<file path="config.mk">
export PLATFORM = sky130hd
export DESIGN_NAME = if_fetch
export DESIGN_NICKNAME = d
export VERILOG_FILES = /design/src/rtl/if_fetch.sv
export SDC_FILE = /design/constraint.sdc
export NUM_CORES = 1
export LEC_CHECK = 0
export CAP_MARGIN = 10
export CORE_MARGIN = 2
export CORE_UTILIZATION = 45
export CTS_CLUSTER_SIZE = 30
export DETAILED_ROUTE_END_ITERATION = 12
export GPL_ROUTABILITY_DRIVEN = 0
export HOLD_SLACK_MARGIN = 0.1
export PLACE_DENSITY = 0.78
export SYNTH_ARGS = -nofsm -noshare
export SYNTH_HDL_FRONTEND = slang
export SYNTH_SLANG_ARGS = --single-unit
</file>
<file path="constraint.sdc">
create_clock -name clk -period 2.5 [get_ports clk]
set_clock_uncertainty 0.1 [all_clocks]
set_input_delay 0.625 -clock clk [delete_from_list [all_inputs] [get_ports clk]]
set_output_delay 0.625 -clock clk [all_outputs]
set_load 0.02 [all_outputs]
</file>
<file path="src/rtl/if_fetch.sv">
// Instruction fetch: assembles 32-bit little-endian words from four byte reads on a shared
// byte port. One finished word can be parked while decode stalls, and decode jumps redirect fetch.
//
// state  | meaning
// S_B0   | request the port; issue fetch_pc+0 once granted
// S_B1   | issue fetch_pc+1, capture byte 0
// S_B2   | issue fetch_pc+2, capture byte 1
// S_B3   | issue fetch_pc+3, capture byte 2
// S_DONE | capture byte 3; load the output if it is free, else park the word
// S_FULL | word parked; load it as soon as decode consumes the current one
module if_fetch #(
    parameter logic [31:0] RESET_PC = 32'h0
) (
    input  logic        clk,
    input  logic        rst_n,
    input  logic        stall_i,
    input  logic        jump_i,
    input  logic [31:0] jump_addr_i,
    output logic        mem_req_o,
    input  logic        mem_grant_i,
    output logic [31:0] mem_addr_o,
    input  logic [7:0]  mem_din_i,
    output logic [31:0] pc_o,
    output logic [31:0] inst_o,
    output logic        inst_valid_o
);

    typedef enum logic [2:0] {
        S_B0   = 3'd0,
        S_B1   = 3'd1,
        S_B2   = 3'd2,
        S_B3   = 3'd3,
        S_DONE = 3'd4,
        S_FULL = 3'd5
    } state_t;

    state_t      state, state_nxt;
    logic [31:0] fetch_pc, fetch_pc_nxt;
    logic [7:0]  b0, b1, b2;
    logic [7:0]  b0_nxt, b1_nxt, b2_nxt;
    logic [31:0] held, held_nxt;
    logic [31:0] pc_nxt, inst_nxt;
    logic        valid_nxt;
    logic        req;
    logic [31:0] addr;
    logic        out_free;
    logic        consume;
    logic        load;
    logic [31:0] load_word;

    always_ff @(posedge clk or negedge rst_n) begin
        if (!rst_n) begin
            state        <= S_B0;
            fetch_pc     <= RESET_PC;
            b0           <= '0;
            b1           <= '0;
            b2           <= '0;
            held         <= '0;
            pc_o         <= '0;
            inst_o       <= '0;
            inst_valid_o <= 1'b0;
        end else begin
            state        <= state_nxt;
            fetch_pc     <= fetch_pc_nxt;
            b0           <= b0_nxt;
            b1           <= b1_nxt;
            b2           <= b2_nxt;
            held         <= held_nxt;
            pc_o         <= pc_nxt;
            inst_o       <= inst_nxt;
            inst_valid_o <= valid_nxt;
        end
    end

    always_comb begin
        state_nxt    = state;
        fetch_pc_nxt = fetch_pc;
        b0_nxt       = b0;
        b1_nxt       = b1;
        b2_nxt       = b2;
        held_nxt     = held;
        pc_nxt       = pc_o;
        inst_nxt     = inst_o;
        valid_nxt    = inst_valid_o;
        req          = 1'b0;
        addr         = '0;
        load         = 1'b0;
        load_word    = '0;
        out_free     = !inst_valid_o || !stall_i;
        consume      = inst_valid_o && !stall_i;

        case (state)
            S_B0: begin
                req = 1'b1;
                if (mem_grant_i) begin
                    addr      = fetch_pc;
                    state_nxt = S_B1;
                end
            end
            S_B1: begin
                req       = 1'b1;
                addr      = fetch_pc + 32'd1;
                b0_nxt    = mem_din_i;
                state_nxt = S_B2;
            end
            S_B2: begin
                req       = 1'b1;
                addr      = fetch_pc + 32'd2;
                b1_nxt    = mem_din_i;
                state_nxt = S_B3;
            end
            S_B3: begin
                req       = 1'b1;
                addr      = fetch_pc + 32'd3;
                b2_nxt    = mem_din_i;
                state_nxt = S_DONE;
            end
            S_DONE: begin
                if (out_free) begin
                    load      = 1'b1;
                    load_word = {mem_din_i, b2, b1, b0};
                    state_nxt = S_B0;
                end else begin
                    held_nxt  = {mem_din_i, b2, b1, b0};
                    state_nxt = S_FULL;
                end
            end
            S_FULL: begin
                if (out_free) begin
                    load      = 1'b1;
                    load_word = held;
                    state_nxt = S_B0;
                end
            end
            default: state_nxt = S_B0;
        endcase

        // fetch_pc still addresses the word being loaded, so it becomes pc_o before advancing
        if (load) begin
            pc_nxt       = fetch_pc;
            inst_nxt     = load_word;
            valid_nxt    = 1'b1;
            fetch_pc_nxt = fetch_pc + 32'd4;
        end else if (consume) begin
            pc_nxt    = '0;
            inst_nxt  = '0;
            valid_nxt = 1'b0;
        end

        if (jump_i) begin
            fetch_pc_nxt = jump_addr_i & 32'hFFFF_FFFE;
            pc_nxt       = '0;
            inst_nxt     = '0;
            valid_nxt    = 1'b0;
            b0_nxt       = '0;
            b1_nxt       = '0;
            b2_nxt       = '0;
            held_nxt     = '0;
            state_nxt    = S_B0;
        end
    end

    // The reset state is S_B0, which would otherwise request the port while rst_n is low
    assign mem_req_o  = rst_n & req;
    assign mem_addr_o = rst_n ? addr : 32'h0;

endmodule
</file>
; Word level (Yosys, flattened, before mapping)
; Index checks and enable logic that the tools add are counted.
[word_totals]
reg_bits = 156
latchBits = 0
ram_bits = 0
mem_bits_ro = 0
input_bits = 45
output_inout_bits = 98
elab_cells = 70
mem_count = 0
[classes]
addsub = 4
n_mul = 0
div = 0
n_lt_le_gt_ge = 0
eq_ne = 8
n_shift = 0
muxes = 33
n_bitwise = 1
reduce_logical = 15
[ops]
columns = operator, count
row1 = $mux W32, 14
row2 = $pmux W32 S4, 1
row3 = $add A32 B2 Y32 const B, 2
row4 = $pmux W32 S2, 1
row5 = $mux W8, 6
row6 = $add A32 B1 Y32 const B, 1
row7 = $add A32 B3 Y32 const B, 1
row8 = $pmux W3 S6, 1
row9 = $mux W3, 4
row10 = $reduce_bool A2 Y1, 5
row11 = $eq A3 B2 Y1 const B, 2
row12 = $eq A3 B3 Y1 const B, 2
row13 = $mux W1, 6
row14 = $ne A3 B3 Y1 const B, 2
row15 = $reduce_and A2 Y1, 2
row16 = $reduce_or A4 Y1, 1
row17 = $eq A3 B1 Y1 const B, 1
row18 = $logic_not A3 Y1, 1
row19 = $reduce_bool A3 Y1, 1
row20 = $logic_not A1 Y1, 2
row21 = $ne A2 B2 Y1 const B, 1
row22 = $reduce_or A2 Y1, 1
row23 = $and A1 B1 Y1, 1
row24 = $logic_and A1 B1 Y1, 1
row25 = $logic_or A1 B1 Y1, 1

; Logic depth before layout (Yosys ltp)
[logic_depth]
word_depth = 6
ltp_mapped = 8
depth_no_buf = 6

; Worst setup path after synthesis
; OpenSTA, ideal clock, no wires.
[synth_path]
path_kind = register to output
startpoint = register fetch_pc[8]
endpoint = output port mem_addr_o[27]
t_arrival_ps = 2207
required_time_ps = 1775
setup_slack_ps = -432
path_stages_with_launch = 9
path_buffers = 3
path_cell_list = dfrtp_1 buf_2 and4_1 clkbuf_2 and4_1 buf_2 nand4_1 xor2_1 o311ai_0
[synth_between]
elab_chain_cells = 3
word_cells_on_any_way = 5
cone_classes = add/sub (3) / mux (2)
[synth_lines]
columns = item, line
row1 = start: declaration, 38  ; logic [31:0] fetch_pc, fetch_pc_nxt;
row2 = start signal: assignment, 64  ; fetch_pc <= fetch_pc_nxt;
row3 = "$add A32 B2 Y32, or another cell as far along", 114  ; addr = fetch_pc + 32'd3;
row4 = $pmux W32 S4 (*), 92  ; case (state)
row5 = $mux W32 (*), 165  ; assign mem_addr_o = rst_n ? addr : 32'h0;
row6 = end: declaration, 21  ; output logic [31:0] mem_addr_o,
; Every way passes the cells marked *; elsewhere a longest branch is shown, timed or not.

; Worst setup path in the final report
[layout_path]
startpoint = register state[2]
endpoint = output port mem_addr_o[17]
[layout_between]
elab_chain_cells = 3
word_cells_on_any_way = 6
cone_classes = eq/ne (3) / mux (2) / reduce/logical (1)
[layout_lines]
columns = item, line
row1 = start: declaration, 37  ; state_t state, state_nxt;
row2 = start signal: assignment, 63  ; state <= state_nxt;
row3 = "$eq A3 B2 Y1, or another cell as far along", 92
row4 = $pmux W32 S4 (*), 92
row5 = $mux W32 (*), 165
; Marked as above.

==> impl_metrics.env <==
export IMPL_outcome="finished with violations"
export IMPL_failed_checks="negative setup slack"
export IMPL_cpMaxStageDelayCell="or4_4"
export IMPL_rsz0062_at_grt="true"
export IMPL_dp_slack_ps=-1080
export IMPL_placement_rows=49
export IMPL_postLayoutSetupSlackWorst_ps=-1190
export IMPL_worstSetupPathType="register to output pin"
export IMPL_drv_cap=0
export IMPL_ys_seq_area_share_pct=47.4
export IMPL_hold_class="register to register"
export IMPL_finalCritPeriodShare_pct=148
export IMPL_grt_pass1_vias=9574
export IMPL_powerDensity_mw_per_mm2=590
export IMPL_crit_chain="nand4b_1, or4_4, nor3_2, o21ai_2, a31oi_2, buf_4"
export IMPL_yosysWarnings=0
export IMPL_grt_overflow=0
export IMPL_cts_made_buffers=17
export IMPL_dp_hpwl_mm=19.7
export IMPL_peakVddDrop_mv=0.597
export IMPL_drt_iter0_markers=1917
export IMPL_drc_errors=0
export IMPL_antenna_found_initial=0
export IMPL_layout_drive_gt1_share_pct=36.4
export IMPL_synth_area_leaders="dfrtp_1, nand2_1, o21ai_0, a21oi_1, a22oi_1"
export IMPL_avgRoutedWirePerCell_um=26.4
export IMPL_synth_distinct_cells=62
export IMPL_dp_cells=1413
export IMPL_max_stage_delay_ps=610
export IMPL_slew_headroom_pct=49.8
export IMPL_core_mm2=0.0179
export IMPL_syn_cell_area_mm2=0.00819
export IMPL_final_cell_mix="buf_4, nand2_1, dfrtp_1"
export IMPL_wl_mm=40.0
export IMPL_drt_pass1_iter_count=13
export IMPL_vias_per_cell=6.74
export IMPL_cts_clk_slew_worst_paths_ps=70
export IMPL_crit_arrival_ps=2970
export IMPL_fp_dieW_um=139
export IMPL_async_flop_share_pct=100
export IMPL_timing_final_hold_violations=0
export IMPL_worstSkewPairLatency_ps=460
export IMPL_setup_violations=38
export IMPL_cts_sinks=155
export IMPL_end_kind="output pin"
export IMPL_tightest_slew_ps=753
export IMPL_slew_violations=0
export IMPL_stdcell_count=1518
export IMPL_syn2layout_area_growth_pct=61.5
export IMPL_holdWs_ps=375
export IMPL_cts_tree="done"
export IMPL_die_area_mm2=0.0193
export IMPL_final_min_clock_period_ps=3690
export IMPL_diodes=0
export IMPL_synth_edff_count=0
export IMPL_cts_root_buf="clkbuf_16"
export IMPL_dieHeight_um=139
export IMPL_ioPinCount=143
export IMPL_critPathMaxFanout=4
export IMPL_htreeDepth=4
export IMPL_num_vias=10234
export IMPL_final_antenna_net_count=0
export IMPL_syn_num_nets=994
export IMPL_start_kind="register"
export IMPL_synth_flop_cell="dfrtp_1"
export IMPL_max_freq_ghz=0.271
export IMPL_cp_top_family="simple AND/OR/NAND/NOR gates"
export IMPL_fill_cells=1058
export IMPL_crit_buf_inv=1
export IMPL_nNetsFinal=1324
export IMPL_ys_ff_latch=155
export IMPL_crit_required_ps=1770
export IMPL_cts_max_path_buffers=2
export IMPL_start_util_pct=45.7
export IMPL_p_leak_uw=0.00551
export IMPL_portBuffers=141
export IMPL_grt_max_degree=90
export IMPL_seq_area_mm2=0.00388
export IMPL_multiInputGateArea_mm2=0.00473
export IMPL_track_usage_pct=35.1
export IMPL_yosysTopAreaCellShare_pct=47.4
export IMPL_layout_commonest_cell="buf_4"
export IMPL_avgSynthCellArea_um2=8.64
export IMPL_synthesis_instances=947
export IMPL_synth_top_area_cell="dfrtp_1"
export IMPL_grt_first_pass_wirelength_mm=53.2
-- worst paths after layout --
kind,startpoint,endpoint,slack (ps),cells after the start
max reg2reg,state[1],held[25],-70,8
min in group asynchronous,rst_n,fetch_pc[17],550,3
max,state[2],mem_addr_o[17],-1190,6
max in group asynchronous,rst_n,fetch_pc[2],730,4
min,inst_o[5],inst_o[5],370,2
min reg2reg,inst_o[5],inst_o[5],370,2
-- metal layers --
layer	vias to the layer above	part of all wire (%)	wire length (µm)	track usage, %
met5	-	0.14	56	0
met3	403	14	5520	11.5
met1	4742	34	13700	45.2
li1	4034	-	-	-
met4	2	9.8	3910	20.8
met2	1053	42	16800	51.7
-- sequential cells by signal, summed over array words and instances (netlist names) --
register / cells
held: 32
inst_o: 32
pc_o: 32
fetch_pc: 31
b0: 8
b1: 8
b2: 8
state: 3
inst_valid_o: 1
-- cells in the mapped netlist (2+ instances only) --
cell type and number:
a22o_1 28, a221oi_1 3, a211oi_1 4, or3_1 2, nand2b_1 3, o211ai_1 2
nand4_1 26, nor4_1 10, o31a_2 2, nor3_1 13, and4_1 4, clkbuf_1 57
nor2_1 35, and2_1 6, buf_1 2, nand4b_1 2, xnor2_1 13, buf_4 3
nand3_1 25, nor3_2 4, and3_1 9, ha_1 2, nand2_1 202, o21ai_0 100
a41oi_1 4, a31oi_1 17, a21oi_1 80, or4_1 5, xor2_1 23, dfrtp_1 155
a311oi_1 6, mux2i_1 3, buf_2 29, nor2b_1 3, inv_1 4, a22oi_1 33
nor3b_1 3
-- report_power, final --
part	switching (µW)	internal, µW
Sequential	94.5	2600
Clock	1160	1680
Combinational	1300	972
-- cell type report --
type | instances | share of cell area [%]
sequential | 155 | 29.4
timing repair buffer | 403 | 27.9
clock buffer | 18 | 3.25
tap | 229 | 2.17
multi-input combinational | 696 | 35.8
inverter | 4 | 0.133
clock inverter | 13 | 1.43
-- cells by family (layout without fill, tap and decap cells) --
| group | after synthesis | after routing | synth area share (%) |
|---|---|---|---|
| xor gates and xnor gates | 36 | 36 | 3.85 |
| and+or+nand+nor | 367 | 367 | 21.6 |
| AOI/OAI and AO/OA | 287 | 287 | 21.3 |
| muxes | 4 | 4 | 0.504 |
| adders and majority gates | 2 | 2 | 0.306 |
| buffers and inverters | 96 | 438 | 5.00 |
| DFF | 155 | 155 | 47.4 |
-- per-stage QoR --
stage	total power, µW	area [µm²]	setup TNS, ps	utilization, %
after CTS	7300	12700	-13900	70.8
final	7800	13200	-23660	73.8
after floorplan	3500	8450	-621	-
after global placement	4260	11200	-27560	62.8
after detailed placement	4290	11200	-28380	62.8
after global routing	7930	13200	-24310	73.8
-- repair_timing --
item	4_1_cts	5_1_grt
setup buffers	47	28
hold buffers	1	0
hold endpoints to repair	9	0
gates resized for setup	314	76
setup endpoints to repair	33	34
pin swaps	54	58
-- worst reg2reg max path: cells and delay by family (launching register included) --
family / cells / cell delay, ps
flops: 1 / 440
compound gates: 1 / 130
buf+inv: 3 / 600
simple gates: 4 / 1130
Power figures use the tool's default switching activity.
